<file path="src/rtl/hd_word_loader.sv">
// Byte-stream to 32-bit operand packer for the Hacker's-Delight kernels.
// Beats pack LSB-first; short words close early on in_last and are padded.
module hd_word_loader #(
    parameter int IN_W    = 8,
    parameter int WORD_W  = 32,
    parameter bit PAD_BIT = 1'b0,
    parameter int CNT_W   = 16,
    localparam int BEATS  = WORD_W / IN_W,
    localparam int BW     = $clog2(BEATS + 1)
) (
    input  logic              clk,
    input  logic              rst_n,
    input  logic              in_valid,
    output logic              in_ready,
    input  logic [IN_W-1:0]   in_data,
    input  logic              in_last,
    output logic              out_valid,
    input  logic              out_ready,
    output logic [WORD_W-1:0] out_word,
    output logic [BW-1:0]     out_beats,
    output logic              out_padded,
    output logic [CNT_W-1:0]  word_count
);

    localparam int CW = (BEATS > 1) ? $clog2(BEATS) : 1;
    localparam logic [WORD_W-1:0] PAD_WORD = {WORD_W{PAD_BIT}};

    logic [WORD_W-1:0] asm_q, asm_d;
    logic [CW-1:0]     cnt_q, cnt_d;
    logic              out_valid_q, out_valid_d;
    logic [WORD_W-1:0] out_word_q, out_word_d;
    logic [BW-1:0]     out_beats_q, out_beats_d;
    logic              out_padded_q, out_padded_d;
    logic [CNT_W-1:0]  word_count_q, word_count_d;

    logic [WORD_W-1:0] merged;
    logic              accept;
    logic              last_beat;
    logic              complete;

    assign in_ready  = !out_valid_q || out_ready;
    assign accept    = in_valid && in_ready;
    assign last_beat = (cnt_q == CW'(BEATS - 1));
    assign complete  = accept && (last_beat || in_last);

    // Upper beats are already PAD_BIT because asm restarts padded.
    always_comb begin
        merged = asm_q;
        for (int b = 0; b < BEATS; b++) begin
            if (cnt_q == CW'(b)) begin
                merged[b*IN_W +: IN_W] = in_data;
            end
        end
    end

    always_comb begin
        asm_d        = asm_q;
        cnt_d        = cnt_q;
        out_valid_d  = out_valid_q;
        out_word_d   = out_word_q;
        out_beats_d  = out_beats_q;
        out_padded_d = out_padded_q;
        word_count_d = word_count_q;
        if (complete) begin
            out_word_d   = merged;
            out_valid_d  = 1'b1;
            out_beats_d  = BW'(cnt_q) + BW'(1);
            out_padded_d = !last_beat;
            cnt_d        = '0;
            asm_d        = PAD_WORD;
            word_count_d = word_count_q + CNT_W'(1);
        end else begin
            if (accept) begin
                asm_d = merged;
                cnt_d = cnt_q + CW'(1);
            end
            if (out_valid_q && out_ready) begin
                out_valid_d = 1'b0;
            end
        end
    end

    always_ff @(posedge clk or negedge rst_n) begin
        if (!rst_n) begin
            asm_q        <= PAD_WORD;
            cnt_q        <= '0;
            out_valid_q  <= 1'b0;
            out_word_q   <= '0;
            out_beats_q  <= '0;
            out_padded_q <= 1'b0;
            word_count_q <= '0;
        end else begin
            asm_q        <= asm_d;
            cnt_q        <= cnt_d;
            out_valid_q  <= out_valid_d;
            out_word_q   <= out_word_d;
            out_beats_q  <= out_beats_d;
            out_padded_q <= out_padded_d;
            word_count_q <= word_count_d;
        end
    end

    assign out_valid  = out_valid_q;
    assign out_word   = out_word_q;
    assign out_beats  = out_beats_q;
    assign out_padded = out_padded_q;
    assign word_count = word_count_q;

endmodule

</file>
<file path="config.mk">
export PLATFORM = sky130hd
export DESIGN_NAME = hd_word_loader
export DESIGN_NICKNAME = d
export VERILOG_FILES = /design/src/rtl/hd_word_loader.sv
export SDC_FILE = /design/constraint.sdc
export NUM_CORES = 1
export LEC_CHECK = 0
export CAP_MARGIN = 20
export CORE_UTILIZATION = 45
export DETAILED_ROUTE_END_ITERATION = 6
export GPL_ROUTABILITY_DRIVEN = 0
export MAX_ROUTING_LAYER = met4
export PLACE_DENSITY = 0.73
export SLEW_MARGIN = 20
export SYNTH_ARGS = -nofsm -noshare
export SYNTH_HDL_FRONTEND = slang
export SYNTH_SLANG_ARGS = --single-unit
</file>
<file path="constraint.sdc">
create_clock -name clk -period 1.9 [get_ports clk]
set_clock_uncertainty 0.2 [all_clocks]
set_input_delay 0.475 -clock clk [delete_from_list [all_inputs] [get_ports clk]]
set_output_delay 0.475 -clock clk [all_outputs]
set_load 0.02 [all_outputs]
</file>
Word level (Yosys, flattened, before mapping)
Cells that the tools add are included.

word-level totals
  register bits after elaboration = 87
  input bits = 13
  output and inout bits = 54
  word-level logic and storage cells = 33

operators by class
  add/subtract/negate cells = 3
  eq/ne operators = 3
  mux-type cells = 10
  reduce and logical (&&, ||, !) cells = 10

operators by type and width
  kind                     number
  $mux W32                 2
  $mux W8                  4
  $add A16 B1 Y16 const B  1
  $eq A2 B2 Y1 const B     2
  $mux W2                  2
  $reduce_bool A2 Y1       2
  $add A2 B1 Y3 const B    1
  $logic_and A1 B1 Y1      3
  $add A2 B1 Y2 const B    1
  $eq A2 B1 Y1 const B     1
  $logic_not A1 Y1         2
  $logic_not A2 Y1         1
  $logic_or A1 B1 Y1       2
  $mux W1                  2

Longest topological paths before layout
  depth after elaboration = 5
  depth in mapped cells = 7
  mapped depth without buffers = 5

Worst setup path after synthesis
Ideal clock, no wire load.

  path kind = register to register
  start = reg cnt_q[0]
  end = reg asm_q[16]
  library setup time = 0.121 ns
  arrival time = 1.507 ns
  data required time = 1.579 ns
  slack = 0.072 ns
  cell stages (with the launch flop) = 6
  path buffers = 1
  period minus slack after synthesis = 1.828 ns
  cells stage by stage = dfrtp_1 inv_1 ha_1 buf_1 o21ai_1 a22o_1

on the way
  longest elaborated chain between the ends = 4
  elaborated cells on any way between the ends = 8
  classes of those cells = eq/ne: 2; mux: 3; reduce/logical: 3

ends and longest elaborated chain
  element                                          RTL line  source
  from (decl)                                      29        logic [CW-1:0] cnt_q, cnt_d;
  from (signal assigned)                           94        cnt_q <= cnt_d;
  $eq A2 B2 Y1, on equally long branches           50, 43
  $mux W8 or $logic_or A1 B1 Y1 (tied branches)    50, 44
  $mux W32 or $logic_and A1 B1 Y1 (tied branches)  73, 44
  $mux W32 or $reduce_bool A2 Y1 (tied branches)   --
  to (signal assigned)                             93        asm_q <= asm_d;
  to (decl)                                        28        logic [WORD_W-1:0] asm_q, asm_d;

Several ways; a longest one is shown, not always the timed one. The select of a mux whose other input is x is not followed.
A chain may end at the register's enable or synchronous reset.

Worst setup path in the final report
  start = reg cnt_q[1]
  end = reg asm_q[19]

The elaborated chain is that of the path after synthesis.

==> impl_metrics.env <==
export IMPL_status="completed"
export IMPL_cts_buffers=9
export IMPL_required_ns=2.00
export IMPL_total_power_uw=5370
export IMPL_dr_pass1_iters=4
export IMPL_cts_root_buf="clkbuf_8"
export IMPL_drtAntennaViolNets=0
export IMPL_cts_sinks=87
export IMPL_final_util_pct=62.3
export IMPL_startpoint="cnt_q[1]"
export IMPL_fillers=653
export IMPL_synth_main_ff_cell="dfrtp_1"
export IMPL_die_width_um=91.8
export IMPL_yosys_area_top_type="dfrtp_1"
export IMPL_numPortBuffers=66
export IMPL_drt_vias_per_instance=5.21
export IMPL_die_y_um=91.8
export IMPL_worstPathArrival_ns=1.96
export IMPL_overflow=0
export IMPL_slew_violations=0
export IMPL_vias=2634
export IMPL_wl_per_cell_um=15.8
export IMPL_yosysWarnings=0
export IMPL_r2r_cells=6
export IMPL_hp_start="out_word[7]"
export IMPL_pin_count=67
export IMPL_area_growth_pct=33.3
export IMPL_finalHoldViolations=0
export IMPL_grt_pass1_vias=2648
export IMPL_syn_inst=312
export IMPL_async_reset_ff_share_pct=100
export IMPL_sequentialPowerShare_pct=44.3
export IMPL_drive_above_1_share_pct=14.4
export IMPL_fmax_ghz=0.538
export IMPL_maxCapViolCount=0
export IMPL_seq_area_frac_synth_pct=60.0
export IMPL_p_comb_share_pct=28.3
export IMPL_cts_tree="yes"
export IMPL_grt_pass1_wl_um=13100
export IMPL_htreeDepth=3
export IMPL_path_max_fanout=8
export IMPL_pwr_share_clk_pct=27.4
export IMPL_core_area_um2=7770
export IMPL_syn_avg_cell_area_um2=11.6
export IMPL_leakage_uw=0.00243
export IMPL_start_util_pct=46.7
export IMPL_ys_types=28
export IMPL_drc=0
export IMPL_timing_rr_end="asm_q[19]"
export IMPL_sw_frac_of_total_pct=32.1
export IMPL_worstSkewPairLatency_ns=0.36
export IMPL_cp_end_kind="flop"
export IMPL_clk_pin_slew_ns=0.09
export IMPL_tightest_slew_ns=0.412
export IMPL_gr_usage_all_layers_pct=20.8
export IMPL_crit_path_end="asm_q[19]"
export IMPL_antenna_found_initial=0
export IMPL_antenna_cells=0
export IMPL_synth_area_leaders="dfrtp_1, mux2i_1, a22o_1"
export IMPL_synth_top_area_share_pct=60.0
export IMPL_fin_crit_sh_pct=97.9
export IMPL_rows=32
export IMPL_dpl_instance_area_um2=4560
export IMPL_min_path_type="flop to flop"
export IMPL_rsz0062_at_grt="true"
export IMPL_dp_hpwl_um=5300
export IMPL_postLayoutCellArea_um2=4840
export IMPL_drt_iter0_drc=138
export IMPL_synth_area_um2=3630
export IMPL_irDropWorstVdd_mv=0.711
export IMPL_synth_edf_count=0
export IMPL_totalWireLength_um=7990
export IMPL_fin_crit_ns=1.86
export IMPL_ys_ff_latch=87
export IMPL_power_switching_uw=1720
export IMPL_setup_viol=0
export IMPL_p_int_uw=3650
export IMPL_synth_net_count=330
export IMPL_r2r_slack_ns=0.04
export IMPL_grt_max_degree=63
export IMPL_worstSetupPathType="flop to flop"
export IMPL_rr_startpoint="cnt_q[1]"
export IMPL_cp_start_kind="flop"
export IMPL_layoutNonFillerInstCount=506
export IMPL_fin_nets=417
export IMPL_cts_buffer_depth=2
export IMPL_slew_headroom_pct=72.6
export IMPL_place_inst=486
export IMPL_die_area_um2=8430
export IMPL_power_density_nw_per_um2=1110
==> per-stage QoR <==
stage / worst slack (ns) / hold WS, ns / TNS, ns
after CTS: -0.0878 / 0.284 / -0.0878
after global placement: -0.535 / 0.233 / -22.74
after global routing: -0.0336 / 0.299 / -0.396
after detailed placement: -0.573 / 0.237 / -26.17
after floorplan: 0.0724 / -0.0206 / 0
final: 0.0406 / 0.278 / 0
==> synth_stat cells (all sizes together) (4+ instances only) <==
cell and number:
a22o 24, and2 8, and3 6, buf 11, clkbuf 5, dfrtp 87
ha 5, inv 6, mux2i 32, nand2 51, nand3 7, nor3 4
o21ai 39, xnor2 10, xor2 5
==> layout by cell type (no fill, tap or decap), drive strengths merged <==
cell type	instances
nor2	3
and3	6
o21ai	39
nor4	2
inv	7
dlygate4sd2	53
dlymetal6s2s	2
clkdlybuf4s50	9
and2b	1
nor3	4
nand3	7
bufinv	2
and2	8
clkbuf	13
buf	26
a22o	24
clkinvlp	1
and3b	1
or2	1
xor2	5
dlygate4sd3	1
mux2i	32
nand2	51
and4	1
nand4	3
dfrtp	87
ha	5
xnor2	10
==> critical path, stage by stage, from the launching register on <==
cell,delay [ns]
dfrtp_1,0.42
ha_4,0.17
or2_0,0.21
buf_4,0.14
buf_4,0.15
o21ai_2,0.30
a22o_1,0.19
==> sequential cells by signal, indices dropped and copies added, names as in the netlist <==
signal      cells
asm_q          32
word_count     16
out_padded      1
out_word       32
out_valid       1
cnt_q           2
out_beats       3
==> power by group through the flow <==
| stage | clock, uW | combinational [uW] | sequential, uW |
|---|---|---|---|
| 2_1_floorplan | 0 | 575 | 2680 |
| 3_3_place_gp | 0 | 1610 | 2420 |
| 3_5_place_dp | 0 | 1640 | 2420 |
| 4_1_cts | 1500 | 1510 | 2380 |
| 5_1_grt | 1590 | 1650 | 2430 |
| 6_report | 1470 | 1520 | 2380 |
==> area by class of cell <==
cell class                      count  area (um2)  share of cell area (%)
Clock buffer                       12         155                    3.21
Clock inverter                      4        76.3                    1.58
Inverter                            6        22.5                   0.465
Multi-Input combinational cell    203        1420                    29.3
Sequential cell                    87        2180                    45.0
Tap cell                          102         128                    2.64
Timing Repair Buffer               92         863                    17.8
==> metal layers <==
| metal | track usage [%] | vias to the layer above | wire (um) |
|---|---|---|---|
| met1 | 27.8 | 1320 | 3770 |
| met5 | - | - | 0 |
| li1 | - | 1250 | - |
| met2 | 31.5 | 52 | 3820 |
| met3 | 4.48 | 12 | 285 |
| met4 | 7.42 | 0 | 116 |
==> worst min-delay path by stage <==
stage                              end  depth (start not counted)
after floorplan               asm_q[0]                          0
final                      out_word[7]                          2
after CTS                   out_padded                          2
after global placement     out_word[0]                          1
after detailed placement   out_word[0]                          1
after global routing      out_word[21]                          2
==> what timing repair did <==
action	4_1_cts	5_1_grt
endpoints found under the setup margin	81	15
endpoints found under the hold margin	28	0
pin swaps	1	4
cloned	0	1
gates resized for setup	71	7
hold buffers	1	0
buffers inserted	0	2
==> kinds of logic (layout without fill, tap and decap cells) <==
logic type / count (synthesis) / after routing / synth area share, %
adder cells (fa/ha/maj): 5 / 5 / 1.72
AND/OR/NAND/NOR: 88 / 88 / 12.2
buffers and inverters: 22 / 114 / 2.55
multiplexers: 32 / 32 / 8.82
AO/OA/AOI/OAI: 63 / 63 / 11.2
flip-flops: 87 / 87 / 60.0
XOR/XNOR: 15 / 15 / 3.62
(Power assumes the default switching activity.)
